==> src/rtl/vga_timing_pkg.sv <==
// Shared raster geometry for the VGA timing generator and the overlay stages.
// Holds the 640x480@60 defaults, derived totals, sync windows and overlay windows.
package vga_timing_pkg;

   localparam int CNT_W = 10;

   localparam int H_ACTIVE_D = 640;
   localparam int H_FP_D     = 16;
   localparam int H_SYNC_D   = 96;
   localparam int H_BP_D     = 48;
   localparam int V_ACTIVE_D = 480;
   localparam int V_FP_D     = 10;
   localparam int V_SYNC_D   = 2;
   localparam int V_BP_D     = 33;

   localparam int H_TOTAL_D = H_ACTIVE_D + H_FP_D + H_SYNC_D + H_BP_D;
   localparam int V_TOTAL_D = V_ACTIVE_D + V_FP_D + V_SYNC_D + V_BP_D;

   // Sync windows are half-open: [START, END)
   localparam int H_SYNC_START_D = H_ACTIVE_D + H_FP_D;
   localparam int H_SYNC_END_D   = H_SYNC_START_D + H_SYNC_D;
   localparam int V_SYNC_START_D = V_ACTIVE_D + V_FP_D;
   localparam int V_SYNC_END_D   = V_SYNC_START_D + V_SYNC_D;

   // Overlay windows, shared so every overlay decodes the same geometry
   localparam int EMBLEM_X0 = 256;
   localparam int EMBLEM_Y0 = 176;
   localparam int EMBLEM_W  = 128;
   localparam int EMBLEM_H  = 128;
   localparam int TEXT_X0   = 64;
   localparam int TEXT_Y0   = 400;
   localparam int TEXT_W    = 512;
   localparam int TEXT_H    = 16;

   typedef logic [CNT_W-1:0] coord_t;

   // Unsigned half-open window test: lo <= v < hi
   function automatic logic in_window(coord_t v, coord_t lo, coord_t hi);
      return (v >= lo) && (v < hi);
   endfunction

endpackage

==> src/rtl/vga_timing_gen_counter.sv <==
// Modulo counter with increment enable and wrap indication.
// o_next exposes the value the counter will hold after the coming edge so the
// parent can register decodes that line up with the count.
module mod_counter #(
   parameter int WIDTH     = 10,
   parameter int MODULUS   = 800,
   parameter int RESET_VAL = MODULUS - 1
) (
   input  logic             clk,
   input  logic             rst_n,
   input  logic             i_inc,
   output logic [WIDTH-1:0] o_count,
   output logic [WIDTH-1:0] o_next,
   output logic             o_wrap
);

   localparam logic [WIDTH-1:0] LAST = WIDTH'(MODULUS - 1);
   localparam logic [WIDTH-1:0] RST  = WIDTH'(RESET_VAL);

   logic [WIDTH-1:0] r_count;

   // Next-state and wrap decode from the current count
   always_comb begin
      o_wrap = i_inc && (r_count == LAST);
      o_next = r_count;
      if (i_inc) begin
         o_next = o_wrap ? '0 : r_count + WIDTH'(1);
      end
   end

   // Count register, async reset to the preload value
   always_ff @(posedge clk or negedge rst_n) begin
      if (!rst_n) begin
         r_count <= RST;
      end else begin
         r_count <= o_next;
      end
   end

   assign o_count = r_count;

endmodule

==> src/rtl/vga_timing_gen.sv <==
// Free-running VGA raster timing generator.
// Counters start at the last raster position so the first edge after reset
// lands on (0,0) with a clean frame_start. All flags are registered decodes of
// the next (h,v), so they are cycle-aligned with x/y.
module vga_timing_gen
   import vga_timing_pkg::*;
#(
   parameter int   H_ACTIVE    = H_ACTIVE_D,
   parameter int   H_FP        = H_FP_D,
   parameter int   H_SYNC      = H_SYNC_D,
   parameter int   H_BP        = H_BP_D,
   parameter int   V_ACTIVE    = V_ACTIVE_D,
   parameter int   V_FP        = V_FP_D,
   parameter int   V_SYNC      = V_SYNC_D,
   parameter int   V_BP        = V_BP_D,
   parameter logic SYNC_ACTIVE = 1'b0
) (
   input  logic       clk,
   input  logic       rst_n,
   output logic [9:0] x,
   output logic [9:0] y,
   output logic       active,
   output logic       hsync,
   output logic       vsync,
   output logic       line_start,
   output logic       frame_start,
   output logic [7:0] frame_count
);

   localparam int H_TOTAL = H_ACTIVE + H_FP + H_SYNC + H_BP;
   localparam int V_TOTAL = V_ACTIVE + V_FP + V_SYNC + V_BP;

   if ((H_TOTAL > 1024) || (V_TOTAL > 1024)) begin : g_bad_timing
      $error("vga_timing_gen: H_TOTAL/V_TOTAL must not exceed 1024");
   end

   localparam coord_t H_ACT_C = coord_t'(H_ACTIVE);
   localparam coord_t V_ACT_C = coord_t'(V_ACTIVE);
   localparam coord_t HS_LO   = coord_t'(H_ACTIVE + H_FP);
   localparam coord_t HS_HI   = coord_t'(H_ACTIVE + H_FP + H_SYNC);
   localparam coord_t VS_LO   = coord_t'(V_ACTIVE + V_FP);
   localparam coord_t VS_HI   = coord_t'(V_ACTIVE + V_FP + V_SYNC);

   coord_t w_h;
   coord_t w_v;
   coord_t w_h_next;
   coord_t w_v_next;
   logic   w_h_wrap;
   logic   w_v_wrap;

   logic       r_active;
   logic       r_hsync;
   logic       r_vsync;
   logic       r_line_start;
   logic       r_frame_start;
   logic [7:0] r_frame_count;

   mod_counter #(
      .WIDTH     (CNT_W),
      .MODULUS   (H_TOTAL),
      .RESET_VAL (H_TOTAL - 1)
   ) u_hcnt (
      .clk     (clk),
      .rst_n   (rst_n),
      .i_inc   (1'b1),
      .o_count (w_h),
      .o_next  (w_h_next),
      .o_wrap  (w_h_wrap)
   );

   mod_counter #(
      .WIDTH     (CNT_W),
      .MODULUS   (V_TOTAL),
      .RESET_VAL (V_TOTAL - 1)
   ) u_vcnt (
      .clk     (clk),
      .rst_n   (rst_n),
      .i_inc   (w_h_wrap),
      .o_count (w_v),
      .o_next  (w_v_next),
      .o_wrap  (w_v_wrap)
   );

   // Register flag decodes of the next raster position; frame counter steps on raster wrap
   always_ff @(posedge clk or negedge rst_n) begin
      if (!rst_n) begin
         r_active      <= 1'b0;
         r_hsync       <= ~SYNC_ACTIVE;
         r_vsync       <= ~SYNC_ACTIVE;
         r_line_start  <= 1'b0;
         r_frame_start <= 1'b0;
         r_frame_count <= 8'hFF;
      end else begin
         r_active      <= (w_h_next < H_ACT_C) && (w_v_next < V_ACT_C);
         r_hsync       <= in_window(w_h_next, HS_LO, HS_HI) ? SYNC_ACTIVE : ~SYNC_ACTIVE;
         r_vsync       <= in_window(w_v_next, VS_LO, VS_HI) ? SYNC_ACTIVE : ~SYNC_ACTIVE;
         r_line_start  <= (w_h_next == '0);
         r_frame_start <= (w_h_next == '0) && (w_v_next == '0);
         if (w_v_wrap) begin
            r_frame_count <= r_frame_count + 8'd1;
         end
      end
   end

   assign x           = w_h;
   assign y           = w_v;
   assign active      = r_active;
   assign hsync       = r_hsync;
   assign vsync       = r_vsync;
   assign line_start  = r_line_start;
   assign frame_start = r_frame_start;
   assign frame_count = r_frame_count;

endmodule

==> config.mk <==
export PLATFORM = sky130hd
export DESIGN_NAME = vga_timing_gen
export DESIGN_NICKNAME = d
export VERILOG_FILES = /design/src/rtl/vga_timing_pkg.sv /design/src/rtl/vga_timing_gen_counter.sv /design/src/rtl/vga_timing_gen.sv
export SDC_FILE = /design/constraint.sdc
export NUM_CORES = 1
export LEC_CHECK = 0
export CORE_UTILIZATION = 35
export CTS_BUF_LIST = sky130_fd_sc_hd__clkbuf_16
export CTS_CLUSTER_DIAMETER = 50
export DETAILED_ROUTE_END_ITERATION = 8
export SLEW_MARGIN = 10
export SYNTH_ARGS = -nofsm -noshare
export SYNTH_HDL_FRONTEND = slang
export SYNTH_SLANG_ARGS = --single-unit
==> constraint.sdc <==
create_clock -name clk -period 2.9 [get_ports clk]
set_clock_uncertainty 0.05 [all_clocks]
set_input_delay 0.725 -clock clk [delete_from_list [all_inputs] [get_ports clk]]
set_output_delay 0.725 -clock clk [all_outputs]
set_load 0.01 [all_outputs]
Word level (Yosys, flattened, before mapping)
Index checks and enable logic that the tools add are counted.
Widths: inputs -> output; s select.

cells by class
  $add $sub $neg = 3
  order comparisons = 6
  eq/ne operators = 2
  multiplexer cells = 5
  reduce and logical (&&, ||, !) cells = 7

operators by type and width
  cell                   number
  $mux 10                3
  $add 10x1->10 const B  2
  $eq 10x10->1 const B   2
  $logic_not 10->1       2
  $lt 10x10->1 const B   2
  $lt 10x9->1 const B    2
  $ge 10x10->1 const B   1
  $ge 10x9->1 const B    1
  $add 8x1->8 const B    1
  $logic_and 1x1->1      5
  $mux 1                 2

word-level totals
  flip-flop bits (word level) = 33
  input port bits = 2
  output and inout bits = 33
  word-level logic and storage cells = 31

Logic depth before layout (Yosys ltp)
Gate-level depths: netlist of run 1.

  depth after elaboration = 7
  mapped depth = 9
  mapped depth without buffers = 8

Hierarchy
Synthesis of run 1 repeated with hierarchy kept, for this count alone.

second synthesis, totals
  cell total of the unflattened synthesis = 150
  area total of the unflattened synthesis = 1,625.3 um2

modules (own cells, without submodules)
  module                instances  cells each  area each (um2)  sequential area each (um2)
  vga_timing_gen        1          49          579.3            337.8
  mod_counter (u_hcnt)  1          54          528.0            259.0
  mod_counter (u_vcnt)  1          47          518.0            254.0

Least setup slack after synthesis of run 1
Ideal clock, no wire load.

  kind = register to register
  start = register u_hcnt.r_count[0], in the netlist u_hcnt.o_count[0]
  end = register r_frame_start, in the netlist frame_start
  library setup time = 0.068 ns
  data arrival time = 2.187 ns
  data required time = 2.782 ns
  path slack = 0.595 ns
  cell stages (with the launch flop) = 8
  buffers on the path = 0
  period minus slack after synthesis = 2.305 ns
  cell sequence = dfstp_2 > ha_1 > nand4_2 > nor3_2 > o21ai_0 > a21o_1 > nor4_4 > and4bb_1

between the ends
  elaborated cells between the ends (all ways) = 9
  those cells by class = add/sub (1); eq/ne (1); mux (3); reduce/logical (4)

RTL lines
  what                                           line                                                        RTL
  from (decl)                                    vga_timing_gen_counter.sv:20                                logic [WIDTH-1:0] r_count;
  from (signal assigned)                         vga_timing_gen_counter.sv:36                                r_count <= o_next;
  $add 10x1->10 or $eq 10x10->1 (tied branches)  vga_timing_gen_counter.sv:27, vga_timing_gen_counter.sv:24
  $mux 10 *                                      vga_timing_gen_counter.sv:27                                o_next = o_wrap ? '0 : r_count + WIDTH'(1);
  net u_hcnt.o_next[9]                           vga_timing_gen_counter.sv:13                                output logic [WIDTH-1:0] o_next,
  $logic_not 10->1 *                             vga_timing_gen.sv:98                                        r_frame_start <= (w_h_next == '0) && (w_v_next == '0);
  $logic_and 1x1->1 *                            vga_timing_gen.sv:98
  to (signal assigned)                           vga_timing_gen.sv:98
  to (decl)                                      vga_timing_gen.sv:55                                        logic r_frame_start;

Mark *: on every way through the listed nets, which the timed path passes. The rest lies on a longest branch.
A chain may end at the register's enable or synchronous reset.

Worst setup path in the final report of run 1
  start = register u_hcnt.r_count[0], in the netlist u_hcnt.o_count[0]
  end = register r_active, in the netlist active

between the ends
  cells in the longest elaborated chain, start to end = 6
  elaborated cells between the ends (all ways) = 9
  those cells by class = add/sub (1); order compare (2); eq/ne (1); mux (3); reduce/logical (2)

RTL lines
  what                  line                          RTL
  $eq 10x10->1 *        vga_timing_gen_counter.sv:24  o_wrap = i_inc && (r_count == LAST);
  $logic_and 1x1->1     vga_timing_gen_counter.sv:24
  $mux 10               vga_timing_gen_counter.sv:27
  $mux 10 *             vga_timing_gen_counter.sv:26  if (i_inc) begin
  net u_vcnt.o_next[8]  vga_timing_gen_counter.sv:13
  $lt 10x9->1 *         vga_timing_gen.sv:94          r_active <= (w_h_next < H_ACT_C) && (w_v_next < V_ACT_C);
  $logic_and 1x1->1 *   vga_timing_gen.sv:94
  to (signal assigned)  vga_timing_gen.sv:94
  to (decl)             vga_timing_gen.sv:51          logic r_active;

Marks and branches as above.

==> out/metrics.csv, run 1 <==
metric;value;unit
worst_pin_slew;0.520;ns
cts_resized;0;
synth_xor_area_share;9.32;%
layout-drive-gt1-share;18.6;%
yosys.area_share.adder;3.20;%
io_pins;35;
powerDensity;402;nW/um^2
area_growth;28.9;%
synth-compound-area-share;10.1;%
synth_simple_gate_area_share;27.2;%
track_usage;16.2;%
die_h;75.3;um
routed_wl;4020;um
hold_viol;0;
hp-class;register to register;
synth_nets;192;
synth.ff_latch_count;33;
status;completed;
initial_core_util;36.6;%
synthCells;186;
drv_cap;0;
fp.dieArea;5670;um^2
clk_latency;0.27;ns
cts_tree;done;
wl_per_cell;13.8;um
grt-busiest-layer;met2;
cts_hold_buf;0;
path_clk_slew;0.05;ns
fmax;393;MHz
crit_fanout;10;
synth_top_cell_by_area;dfstp_2;
cts_buffers;5;
drtIter0Drc;56;
register_area;851;um^2
grt_max_degree;34;
nFillCells;513;
path_class;register to register;
synth-edff-count;0;
worstSetupEndpointType;register;
ys_top_cells_by_count;dfstp_2 (20), nand2_1 (16), nor2_1 (15), xnor2_1 (15);
cp-start-kind;register;
dpl.hpwl;2920;um
crit_path_top_delay_cell;dfstp_2;
htree_levels;2;
syn_avg_cell_area;10.1;um^2
peakVddDrop;0.278;mV
antenna_found_initial;0;
rows;26;
syn_area;1880;um^2
grt_overflow_total;0;
synth_cell_types;49;
antennaDiodeCount;0;
leakage;0.930;nW
cts.sinks;33;
grt_util_met1;23.2;%
setup_viol;0;
max_slew_margin;65.0;%
worstPathArrival;2.66;ns
fin_tns_setup;0;ns
min_period;2.54;ns
portBuffers;34;
yosys-top-cells-area;dfstp_2 (28%), dfrtp_1 (17%), xnor2_1 (7.0%), nand3_1 (3.5%), nand2_1 (3.2%);
via_count;1507;
post-route-period-util;87.6;%
place.gp.congestion;0.802;
grt_pass1_vias;1410;
synth_mux_area_share;1.66;%
critPathMaxStageDelay;0.58;ns
core_area;5140;um^2
via_per_inst;5.18;
root_buffer;clkbuf_16;
ys_async_sr_fraction;100;%
cts_buffer_depth;2;
post-route-drc-count;0;
rsz0062_at_grt;no;
fin_util;47.1;%
synth.top_cell.area_share;28.0;%
layout.nets;226;
synth_top_family_by_area;simple AND/OR/NAND/NOR gates;
ys_warn_count;0;
crit_chain;ha_1 > nand4_2 > nor4_2 > nand4_1 > xnor2_1 > o211a_1 > a211oi_1;
first_pass_iters;4;
use_met3;3.21;%
multi_input_area;967;um^2
grt_first_pass_wirelength;6890;um
postCtsSetupBuffers;0;
die_w;75.3;um
ant_nets;0;
slew_viol_final;0;
synth_seq_area_share;45.3;%
worstPathRequired;3.02;ns
ys.flop_type;dfstp_2;
met2_usage;25.0;%
yosysMostFrequentCell;dfstp_2;
==> state kept, by name, summed over array words and instances, names as in the netlist <==
signal / flops
vsync: 1
active: 1
frame_start: 1
u_vcnt.o_count: 10
frame_count: 8
u_hcnt.o_count: 10
hsync: 1
line_start: 1
==> worst max-delay path: cells and delay by family, from the launching register on <==
family | cells | cell delay (ns)
DFF | 1 | 0.58
adders and majority gates | 1 | 0.28
xor gates and xnor gates | 1 | 0.17
and+or+nand+nor | 3 | 0.96
AOI/OAI and AO/OA | 2 | 0.41
==> stage by stage <==
| step | total power, mW | instances | hold slack, ns | setup WS, ns | cell area [um^2] |
|---|---|---|---|---|---|
| global route | 1.01 | 291 | 0.461 | 0.111 | 2420 |
| global placement | 0.481 | 283 | 0.426 | 0.443 | 2280 |
| detailed placement | 0.481 | 283 | 0.428 | 0.376 | 2280 |
| floorplan | 0.469 | 186 | 0.379 | 0.595 | 1880 |
| finish | 0.973 | 291 | 0.436 | 0.358 | 2420 |
| CTS | 0.992 | 291 | 0.439 | 0.359 | 2420 |
==> placed cells by master, fill, tap and decap left out, drive strengths merged, types with 6 or more instances in the layout <==
cell	n
clkdlybuf4s50	34
nand4	9
xnor2	15
nand2	16
dfrtp	13
nor2	16
dfstp	20
nand3	15
o21ai	6
a21oi	6
==> final cells by class <==
cell class                      instances  area share, %
Tap cell                               70           3.62
Multi-Input combinational cell        140           39.9
Timing Repair Buffer                   37           15.0
Sequential cell                        33           35.1
Clock buffer                            5           5.17
Inverter                                3          0.465
Clock inverter                          3          0.723
==> final timing paths <==
path / to / slack (ns) / cells past startpoint / from
worst max-delay path: active / 0.36 / 7 / u_hcnt.o_count[0]
worst min-delay path: frame_count[7] / 0.44 / 1 / frame_count[7]
worst max register to register: active / 0.36 / 7 / u_hcnt.o_count[0]
worst min register to register: frame_count[7] / 0.44 / 1 / frame_count[7]
max in group asynchronous: u_hcnt.o_count[4] / 1.67 / 2 / rst_n
min in group asynchronous: active / 0.81 / 2 / rst_n
==> power breakdown <==
group	total (mW)	switching, mW	internal [mW]
clock network	0.500	0.186	0.314
logic	0.0105	0.00848	0.00206
registers	0.462	0	0.462
==> logic make-up (layout without fill, tap and decap cells) <==
family | after synthesis | after routing
and+or+nand+nor | 83 | 83
DFF | 33 | 33
AOI/OAI and AO/OA | 29 | 29
xor gates and xnor gates | 20 | 20
buffers and inverters | 13 | 48
adders and majority gates | 5 | 5
muxes | 3 | 3
==> routing by layer <==
layer,up-vias,wire length [um]
met5,-,0
met4,0,27
met3,2,183
met2,48,1840
met1,719,1960
li1,738,-
Power figures use the tool's default switching activity.
==> inputs of run 2 (changes only) <==
--- a/config.mk
+++ b/config.mk
@@ -9,6 +9,7 @@
 export CTS_BUF_LIST = sky130_fd_sc_hd__clkbuf_16
 export CTS_CLUSTER_DIAMETER = 50
 export DETAILED_ROUTE_END_ITERATION = 8
+export HOLD_SLACK_MARGIN = 0.15
 export SLEW_MARGIN = 10
 export SYNTH_ARGS = -nofsm -noshare
 export SYNTH_HDL_FRONTEND = slang
==> results of run 2 <==
No change in the layout: final DEF, timing and power equal those of run 1.
